===== src/rtl/gf_lsb_serial_mult.sv =====
// rtl/gf_lsb_serial_mult.sv - bit-serial GF(2^M) multiplier, b scanned LSB-first, valid/ready on both sides
module gf_lsb_serial_mult #(
    parameter int M = 8
) (
    input  logic       clk,
    input  logic       rst,
    input  logic       in_valid,
    output logic       in_ready,
    input  logic [M:1] a,
    input  logic [M:1] b,
    input  logic [M:1] g,
    output logic       out_valid,
    input  logic       out_ready,
    output logic [M:1] c
);

    localparam int CW = $clog2(M);

    typedef enum logic [1:0] {
        IDLE = 2'd0,
        RUN  = 2'd1,
        DONE = 2'd2
    } state_t;

    state_t        state;
    state_t        state_nxt;
    logic [CW-1:0] cnt;
    logic [M:1]    a_r;
    logic [M:1]    b_r;
    logic [M:1]    g_r;
    logic [M:1]    c_r;
    logic [M-1:0]  b_vec;
    logic          b_bit;
    logic          last_step;
    logic [M:1]    a_next;

    assign b_vec     = b_r;
    assign b_bit     = b_vec[cnt];
    assign last_step = (cnt == CW'(M - 1));
    // a_r is multiplied by x and reduced every step, so it never grows past degree M-1
    assign a_next    = {a_r[M-1:1], 1'b0} ^ (a_r[M] ? g_r : '0);

    always_ff @(posedge clk or posedge rst) begin
        if (rst) begin
            state <= IDLE;
        end else begin
            state <= state_nxt;
        end
    end

    always_comb begin
        state_nxt = state;
        case (state)
            IDLE:    if (in_valid)  state_nxt = RUN;
            RUN:     if (last_step) state_nxt = DONE;
            DONE:    if (out_ready) state_nxt = IDLE;
            default: state_nxt = IDLE;
        endcase
    end

    always_comb begin
        in_ready  = (state == IDLE) && !rst;
        out_valid = (state == DONE);
    end

    always_ff @(posedge clk or posedge rst) begin
        if (rst) begin
            cnt <= '0;
            a_r <= '0;
            b_r <= '0;
            g_r <= '0;
            c_r <= '0;
        end else begin
            case (state)
                IDLE: begin
                    if (in_valid) begin
                        a_r <= a;
                        b_r <= b;
                        g_r <= g;
                        c_r <= '0;
                        cnt <= '0;
                    end
                end
                RUN: begin
                    if (b_bit) begin
                        c_r <= c_r ^ a_r;
                    end
                    a_r <= a_next;
                    cnt <= last_step ? '0 : cnt + 1'b1;
                end
                default: ;
            endcase
        end
    end

    assign c = c_r;

endmodule


===== config.mk =====
export PLATFORM = sky130hd
export DESIGN_NAME = gf_lsb_serial_mult
export DESIGN_NICKNAME = d
export VERILOG_FILES = /design/src/rtl/gf_lsb_serial_mult.sv
export SDC_FILE = /design/constraint.sdc
export NUM_CORES = 1
export LEC_CHECK = 0
export ABC_AREA = 0
export CAP_MARGIN = 0
export CORE_ASPECT_RATIO = 0.9
export CORE_MARGIN = 8
export CORE_UTILIZATION = 48
export CTS_BUF_LIST = sky130_fd_sc_hd__clkbuf_4 sky130_fd_sc_hd__clkbuf_8
export DETAILED_ROUTE_END_ITERATION = 8
export GPL_TIMING_DRIVEN = 0
export PLACE_DENSITY = 0.82
export SYNTH_ARGS = -nofsm -noshare
export SYNTH_HDL_FRONTEND = slang
export SYNTH_SLANG_ARGS = --single-unit
export TNS_END_PERCENT = 100

===== constraint.sdc =====
create_clock -name clk -period 1.5 [get_ports clk]
set_input_delay 0.375 -clock clk [delete_from_list [all_inputs] [get_ports clk]]
set_output_delay 0.375 -clock clk [all_outputs]
set_load 0.005 [all_outputs]

After elaboration in Yosys (flattened, before gate mapping)
Index checks and enable logic that the tools add are counted.
- muxes and demuxes: 15
- magnitude comparators: 1
- add/sub/neg operators: 1
- bitwise gates (word level): 2
- eq/ne operators: 7
- reductions and logical operators: 8
- operators by type and width (cell ; count):
    $mux W8 ; 4
    $pmux W8 S2 ; 2
    $xor A8 B8 Y8 ; 2
    $mux W2 ; 3
    $mux W3 ; 2
    $ne A2 B2 Y1 const B ; 3
    $pmux W2 S3 ; 1
    $pmux W3 S2 ; 1
    $reduce_and A3 Y1 ; 2
    $lt A3 B4 Y1 const B ; 1
    $reduce_and A2 Y1 ; 2
    $add A3 B1 Y3 const B ; 1
    $bmux W1 S3 ; 1
    $eq A3 B3 Y1 const B ; 1
    $eq A2 B1 Y1 const B ; 1
    $eq A2 B2 Y1 const B ; 1
    $logic_not A2 Y1 ; 1
    $ne A2 B1 Y1 const B ; 1
    $reduce_bool A2 Y1 ; 1
    $logic_and A1 B1 Y1 ; 1
    $logic_not A1 Y1 ; 1
    $mux W1 ; 1
- input bits: 28
- output and inout bits: 10
- register bits: 37
- word-level logic and storage cells: 40

Logic depth before layout (Yosys ltp)
Gate-level depths: netlist of the first run.
- depth after elaboration: 4
- gate-level depth with buffers: 6
- depth with buffers taken out: 5

Least setup slack after synthesis of the first run
OpenSTA, ideal clock, no wires.
- path type: register -> register
- start point: register cnt[0]
- end point: register c_r, in the netlist c[2]
- period minus slack after synthesis: 1617 ps
- required time: 1380 ps
- buffers on the path: 2
- path slack: -117 ps
- arrival: 1497 ps
- library setup time: 120 ps
- stages on the path, launching flop included: 6
- cells stage by stage: dfrtp_1 -> buf_6 -> mux2i_1 -> mux4_2 -> buf_6 -> a31o_1
- cells in the longest elaborated chain, start to end: 4
- RTL lines (element ; line ; text):
    from (decl) ; 27 ; logic [CW-1:0] cnt;
    from (signal assigned) ; 89 ; cnt <= last_step ? '0 : cnt + 1'b1;
    $bmux W1 S3 ; 38 ; assign b_bit = b_vec[cnt];
    $mux W1 (not written as such) ; 38 ;
    $ne A2 B2 Y1 (no line) ; n/a ;
    $reduce_and A3 Y1 (no line) ; n/a ;
    to (signal assigned) ; 86 ; c_r <= c_r ^ a_r;
    to (decl) ; 31 ; logic [M:1] c_r;
No other way between the ends. The select of a mux whose other input is x is not followed.
A chain may end at the register's enable or synchronous reset.

Final worst setup path of the first run
- start point: register cnt[0]
- end point: register c_r, in the netlist c[6]
Same word-level chain as after synthesis.

==> results of run 1 <==
==> flip-flops by register name, summed over array words and instances (netlist names) <==
signal	count
a_r	8
g_r	8
state	2
b_r	8
cnt	3
c	8
==> worst max-delay path by stage <==
stage,start,cells past startpoint,end
floorplan,cnt[0],5,c[2]
global placement,in_valid,5,a_r[8]
detailed placement,in_valid,5,a_r[8]
CTS,cnt[0],6,c[8]
global route,cnt[0],6,c[8]
finish,cnt[0],5,c[6]
==> per-stage QoR <==
stage          std cells  utilization [%]  total power, mW  hold slack [ns]
6_report             319             70.5             5.07            0.480
5_1_grt              319             70.5             5.45            0.499
4_1_cts              313             68.5             4.89            0.482
3_5_place_dp         293             62.6             3.94            0.463
3_3_place_gp         292             61.9             3.83            0.458
2_1_floorplan        209                -             3.26            0.445
==> report_power, final <==
group	internal [mW]	leakage (nW)	switching, mW
logic	1.35	0.732	1.26
registers	1.44	0.468	0.320
clock network	0.340	0.0484	0.362
total	3.13	1.25	1.94
==> per-layer routing <==
layer | global-route usage [%] | wire length, um
met1 | 20.7 | 2090
met4 | 8.75 | 97
met2 | 27.0 | 2340
met3 | 3.54 | 285
met5 | 0 | 0
==> timing repair <==
item / CTS / global route
cloned: 0 / 0
hold endpoints to repair: 0 / 0
endpoints found under the setup margin: 39 / 26
pin swaps: 1 / 1
gates resized for setup: 35 / 13
buffers inserted: 13 / 6
==> synth_stat cells, drive strengths merged <==
| cell | count |
|---|---|
| buf | 3 |
| mux4 | 1 |
| and2 | 1 |
| mux2i | 4 |
| nor2 | 3 |
| ha | 2 |
| dfrtp | 37 |
| a22o | 4 |
| nand2 | 72 |
| a31o | 8 |
| inv | 3 |
| nor3 | 1 |
| and3b | 1 |
| o21bai | 1 |
| a22oi | 6 |
| a21oi | 9 |
| clkbuf | 10 |
| o21ai | 16 |
| a32oi | 2 |
| nor3b | 8 |
| xnor2 | 6 |
| nor2b | 11 |
==> tightest hold or removal path: stages (launching register included) <==
cell and delay (ns):
dfrtp_1 0.34, nand2_1 0.05, nand2_1 0.05
==> cells by family after synthesis <==
| group | after synthesis | synth area share [%] |
|---|---|---|
| mux | 5 | 3.32 |
| simple gates | 97 | 22.9 |
| compound gates | 46 | 16.4 |
| buf+inv | 16 | 4.06 |
| xor+xnor | 6 | 2.79 |
| fa+ha+maj | 2 | 1.33 |
| flops | 37 | 49.2 |
==> area by class of cell <==
| cell class | count | area (sq um) |
|---|---|---|
| Inverter | 3 | 11.3 |
| Timing Repair Buffer | 57 | 524 |
| Clock inverter | 2 | 10.0 |
| Sequential cell | 37 | 927 |
| Multi-Input combinational cell | 156 | 918 |
| Buffer | 12 | 104 |
| Clock buffer | 6 | 76.3 |
| Tap cell | 46 | 57.6 |
| Fill cell | 297 | 1100 |
==> results list, run 1 <==
- Clock edge transition at the registers on the reported setup and hold paths: 0.08 ns
* Remaining global-route overflow: 0
- FP Rows: 21
- Count of pins on the block boundary: 38
- Total of flip-flops plus latches after synthesis: 37
* Via density per instance: 5.38
- The critical path is of the flip-flop to flip-flop type.
- The clock reaches the later pin of the worst-skew pair after 0.30 ns.
- For this design the static power due to leakage is 1.25 nW.
* Area Growth Syn to Fin: 39.7%
- Post-synthesis cell type count: 25
- Area of the die: 6180 sq um
* Share of post-route cells with drive strength above 1: ~19%
* CTS tree: done
- Core Box Area: 3730 sq um
- Cts hold-fix bufs: 0
- At the pin with the least slew margin, the transition time is between 0.7 and 0.8 ns.
- For this configuration, the core starts out at a cell density of 50.4%.
- The worst setup path is captured at a flip-flop.
* Total placed instance area: 2340 sq um
- Count of final setup violators: 9
- Die span in x: about 80 um
- Nets in the synthesized netlist: about 240
- The number of global-route vias before repair was around 1700.
* Post-Synthesis Mean Instance Area: 9.00 sq um
* Final worst path period need: 1.70 ns
* Clock tree skew after final layout: 0.0118 ns
- In this run the vertical extent of the chip is 75.4 um.
- Yosys synthesis warning count: 0
- The first routing iteration left between 150 and 200 violations.
- Net total in the final layout: 302
- Fraction of the yosys area taken by sequential cells: about half
* Max H-tree Level: 2
* Quantity of I/O buffers inserted on ports: 37
- Counting instances, the worst hold path has a depth of 2.
- Synthesis handed over a netlist of ~210 instances.
- The worst register-to-register path begins at cnt[0].
- Clock root buffer master: clkbuf_8
* Most common cell after layout, fill and taps aside: nand2_1
- Crit path max-delay cell type: mux4_2
- The number of clock buffers added by TritonCTS is 5.
* Critical Path AT: approximately 1.9 ns
- The worst hold path terminates at b_r[7].
- Once detail routing completed, the nets flagged for antenna violations numbered 0.
- Routability-driven placement finished with a final weighted congestion of 0.758.
* Class of the tightest hold or removal check: flip-flop to flip-flop
- Across the VDD grid, the largest voltage drop is approximately 1000 uV.
* Post-detailed-routing wire length: 4.81 mm
* Crit-path max FO: 10
* Most frequent cells in the layout: 72 x nand2_1, 36 x dfrtp_1, 27 x clkdlybuf4s50_1, 18 x buf_4, 16 x o21ai_0
- The worst setup path is launched from a flip-flop.
- Once routing completed, OpenROAD measured the worst setup slack at -0.199 ns.
- In the finished design, the share of the clock period the worst path needs comes to 113%.
- Fmax: 0.589 GHz
- Global-route wire length before repair: 7.93 mm
- Antenna cell count: 0
- In this run the most critical hold path is launched from b_r[7].
* Worst path buffer plus inverter count: 2
* Violations in the final reports: setup timing
- The top cell type by area accounts for 49.2% of the synthesized area.
- In this run the tightest slew margin relative to its limit is 50.3%.
* Synth area leader: dfrtp_1
- Setup repair after global routing missed its margin: yes
- Counting along the longest clock path gives a buffer depth of 2.
* Finished layout cell area: 2630 sq um
- Overall routing resource usage: between 10% and 20%
* Largest cells by area after synthesis: dfrtp_1 49%, nand2_1 14%, o21ai_0 4.3%
- Setup_tns: -1.51 ns
- Crit Reg-Reg Endpoint: c[6]
* Total standard cell area after synthesis: about 1900 sq um
* Initial antenna violation count: 0
- In the final routed layout, each cell accounts on average for 15.1 um.
- The final-report max-slew violation count is 0.
- The setup check on the worst reg-to-reg path leaves a slack of -0.20 ns.
* DPL Wire Length: 3.19 mm
- Max-Cap Viols: 0
- Dividing total power by cell area gives a power density of 1930 nW/um^2.
- Worst path most repeated cell: buf_6
* CP cell instances: buf_6 -> mux2i_1 -> mux4_2 -> buf_6 -> a31o_1
- Req. time, crit path: 1.68 ns
- CP peak stage delay: 0.55 ns
- Length of the first detailed-routing pass in iterations: 4
* DRC viols: 0
- Outcome: complete, but fails checks
* Count of final hold-check violations: 0
* Maximum number of pins on one net before global-route repair: 22
- Total number of clock tree sinks: 37
- Broken down by cell family, the worst path's largest delay share belongs to multiplexers.
- The routed layout has 1715 vias.
- Before CTS, the worst setup slack after placement is -0.796 ns.
- Worst Reg-to-Reg Cells: 5
Note: power is estimated with default switching activity, not from simulation.
==> inputs of run 2 (changes only) <==
--- a/config.mk
+++ b/config.mk
@@ -14,6 +14,7 @@
 export DETAILED_ROUTE_END_ITERATION = 8
 export GPL_TIMING_DRIVEN = 0
 export PLACE_DENSITY = 0.82
+export SLEW_MARGIN = 10
 export SYNTH_ARGS = -nofsm -noshare
 export SYNTH_HDL_FRONTEND = slang
 export SYNTH_SLANG_ARGS = --single-unit
==> results list, run 2 (synthesized netlist as in run 1, its figures left out) <==
- Outcome: complete, but fails checks
- The final reports fail on setup timing.
* CP peak stage delay: ~0.55 ns
- Global routing used 26.8% of the available met2 tracks.
* Startpoint of the most critical register-to-register path: cnt[0]
- The H-tree was split into 2 levels.
* CP cell instances: buf_6 -> mux2i_1 -> mux4_2 -> buf_6 -> a31o_1
- Core Box Area: 3730 sq um
- Overall routing resource usage: 16.4%
- After detailed routing, the number of vias per cell comes to about 5.5.
- Total number of clock tree sinks: 37
* Remaining global-route overflow: 0
- The number of placed instances, taps included, is 292.
- Share of post-route cells with drive strength above 1: between 10% and 20%
- Later-pin clock latency in the skew report: 0.30 ns
* Area Growth Syn to Fin: 39.8%
- Count of final setup violators: 12
- In this run the most critical hold path is launched from g_r[7].
* Cell Count, Final, Fillers Out: 318
* Count of pins on the block boundary: 38
- Across all register-to-register paths, the minimum setup slack is -0.21 ns.
- Max-Cap Viols: 0
- The number of global-route vias before repair came to 1668.
- Area of the die: 6180 sq um
* Post-detailed-routing wire length: 4.91 mm
- Counting I/O delays and the setup requirement, the final critical path takes around 1.7 ns.
* Req. time, crit path: between 1.5 and 2 ns
* Crit-path max FO: 10
- In this run switching power makes up 38.3% of total power.
* Kind of critical path: flip-flop to flip-flop
* DRC viols: 0
- Crit Reg-Reg Endpoint: c[6]
- DPL Wire Length: 3.12 mm
* Class of the tightest hold or removal check: flip-flop to flip-flop
* Die Y: 75.4 um
- Critical Path AT: 1.89 ns
- The first global-routing pass estimated 7.81 mm of wire.
- Worst Reg-to-Reg Cells: 5
- Fmax: 0.583 GHz
- Total power per unit cell area: 1930 nW/um^2
* Post-route antenna net violation count: 0
* Met1 track demand over resource: 20.4%
- Leaving out fill and tap cells, the most frequent cell in the layout is nand2_1.
- The final-report max-slew violation count is 0.
* Setup repair after global routing missed its margin: yes
* Initial antenna violation count: 0
- For hold timing, the worst endpoint is g_r[7].
- Most crowded layer after global routing: met2
- The worst pin sits at a relative slew slack of 48.9%.
- The cell that appears most often on the critical path is buf_6.
- Cts hold-fix bufs: 0
- Count of final hold-check violations: 0
- Proportion of power drawn by combinational gates: 52.5%
- Cell internal power dissipation: approximately 3.1 mW
- Num CTS Buffers: 5
- For this run, global-route usage on met3 was measured as 3.54%.
* Quantity of I/O buffers inserted on ports: 37
- The number of buffers and inverters on the critical path is 2.
- Number of design-rule violations left by the first detailed-router iteration: 131
- Timing analysis after detailed placement gives a worst setup slack of -0.799 ns.
- After layout, the worst setup slack is -0.214 ns.
- No sink is reached through more buffers than the 2 on the longest clock path.
- Cell leakage power: 1.25 nW
- Antenna cell count: 0
- At the pin with the least slew margin, the transition time is 0.765 ns.
- Switching power: 1.94 mW
- Worst hold path depth: 2
* Average wire per standard cell: 15.4 um
* Length of the first detailed-routing pass in iterations: 5
* FP Rows: 21
* Kind of launch point of the worst setup path: flip-flop
* Global placement routability congestion: 0.758
* Crit path max-delay cell type: mux4_2
* Vias: 1747
- Clock root buffer master: clkbuf_8
* Number of fill cells in the layout: 297
- Entering global routing, the biggest net connects 38 pins.
* Clock edge transition at the registers on the reported setup and hold paths: 0.08 ns
* Most frequent cells in the layout: 72 x nand2_1, 36 x dfrtp_1, 27 x clkdlybuf4s50_1, 18 x buf_4, 15 x o21ai_0
- Reg power frac: 34.5%
* Clock share of power: between 10% and 20%
- On the critical path the largest part of the delay comes from multiplexers.
- Clock tree skew after final layout: 0.0119 ns
* Setup_tns: -1.71 ns
- Share of the clock period used by the worst path: 114%
- Die span in x: 82 um
- Maximum ir drop on the vdd rail: 1060 uV
- The net count of the finished layout is 303.
* Starting density of the core: about half
- TritonCTS built the clock tree.
- The worst setup path is captured at a flip-flop.
[run 2: stage by stage]
step | hold slack, ns | total power, mW | util (%) | cell area [sq um]
3_5_place_dp | 0.462 | 3.92 | 61.9 | 2310
5_1_grt | 0.498 | 5.42 | 70.5 | 2630
4_1_cts | 0.480 | 4.86 | 67.7 | 2520
6_report | 0.474 | 5.07 | 70.5 | 2630
3_3_place_gp | 0.458 | 3.83 | 61.9 | 2310
2_1_floorplan | 0.445 | 3.26 | - | 1880
[run 2: power groups by stage]
| stage | clock network (mW) | registers, mW | logic (mW) |
|---|---|---|---|
| 2_1_floorplan | 0 | 1.72 | 1.54 |
| 3_3_place_gp | 0 | 1.79 | 2.04 |
| 3_5_place_dp | 0 | 1.80 | 2.12 |
| 4_1_cts | 0.657 | 1.74 | 2.47 |
| 5_1_grt | 0.722 | 1.80 | 2.90 |
| 6_report | 0.657 | 1.75 | 2.66 |
[run 2: cell type report]
type / count / area (sq um) / share of cell area [%]
sequential: 37 / 927 / 35.2
multi-input combinational: 156 / 915 / 34.8
timing repair buffer: 59 / 544 / 20.7
buffer: 11 / 103 / 3.90
clock buffer: 5 / 68.8 / 2.62
tap: 46 / 57.6 / 2.19
inverter: 3 / 11.3 / 0.428
clock inverter: 1 / 5.00 / 0.190
[run 2: metal layers]
layer	vias up	wire length (um)
li1	831	-
met1	837	2150
met2	74	2360
met3	5	338
met4	0	53
met5	-	0
[run 2: timing repair]
action / in CTS / in global routing
resized for setup: 37 / 17
setup buffers: 12 / 9
setup endpoints to repair: 39 / 22
cloned: 0 / 1
pin swaps: 1 / 2
[run 2: how the worst max path moves through the flow]
| stage | to | cells after the start | startpoint |
|---|---|---|---|
| after global placement | a_r[8] | 5 | in_valid |
| after detailed placement | a_r[8] | 5 | in_valid |
| after floorplan | c[2] | 5 | cnt[0] |
| after CTS | c[6] | 5 | cnt[0] |
| final | c[6] | 5 | cnt[0] |
| after global routing | c[6] | 5 | cnt[0] |
[run 2: worst reg2reg max path, cell delays in order (launching register included)]
cell and delay (ns):
dfrtp_1 0.41, buf_6 0.15, mux2i_1 0.12, mux4_2 0.56, buf_6 0.19, a31o_1 0.18
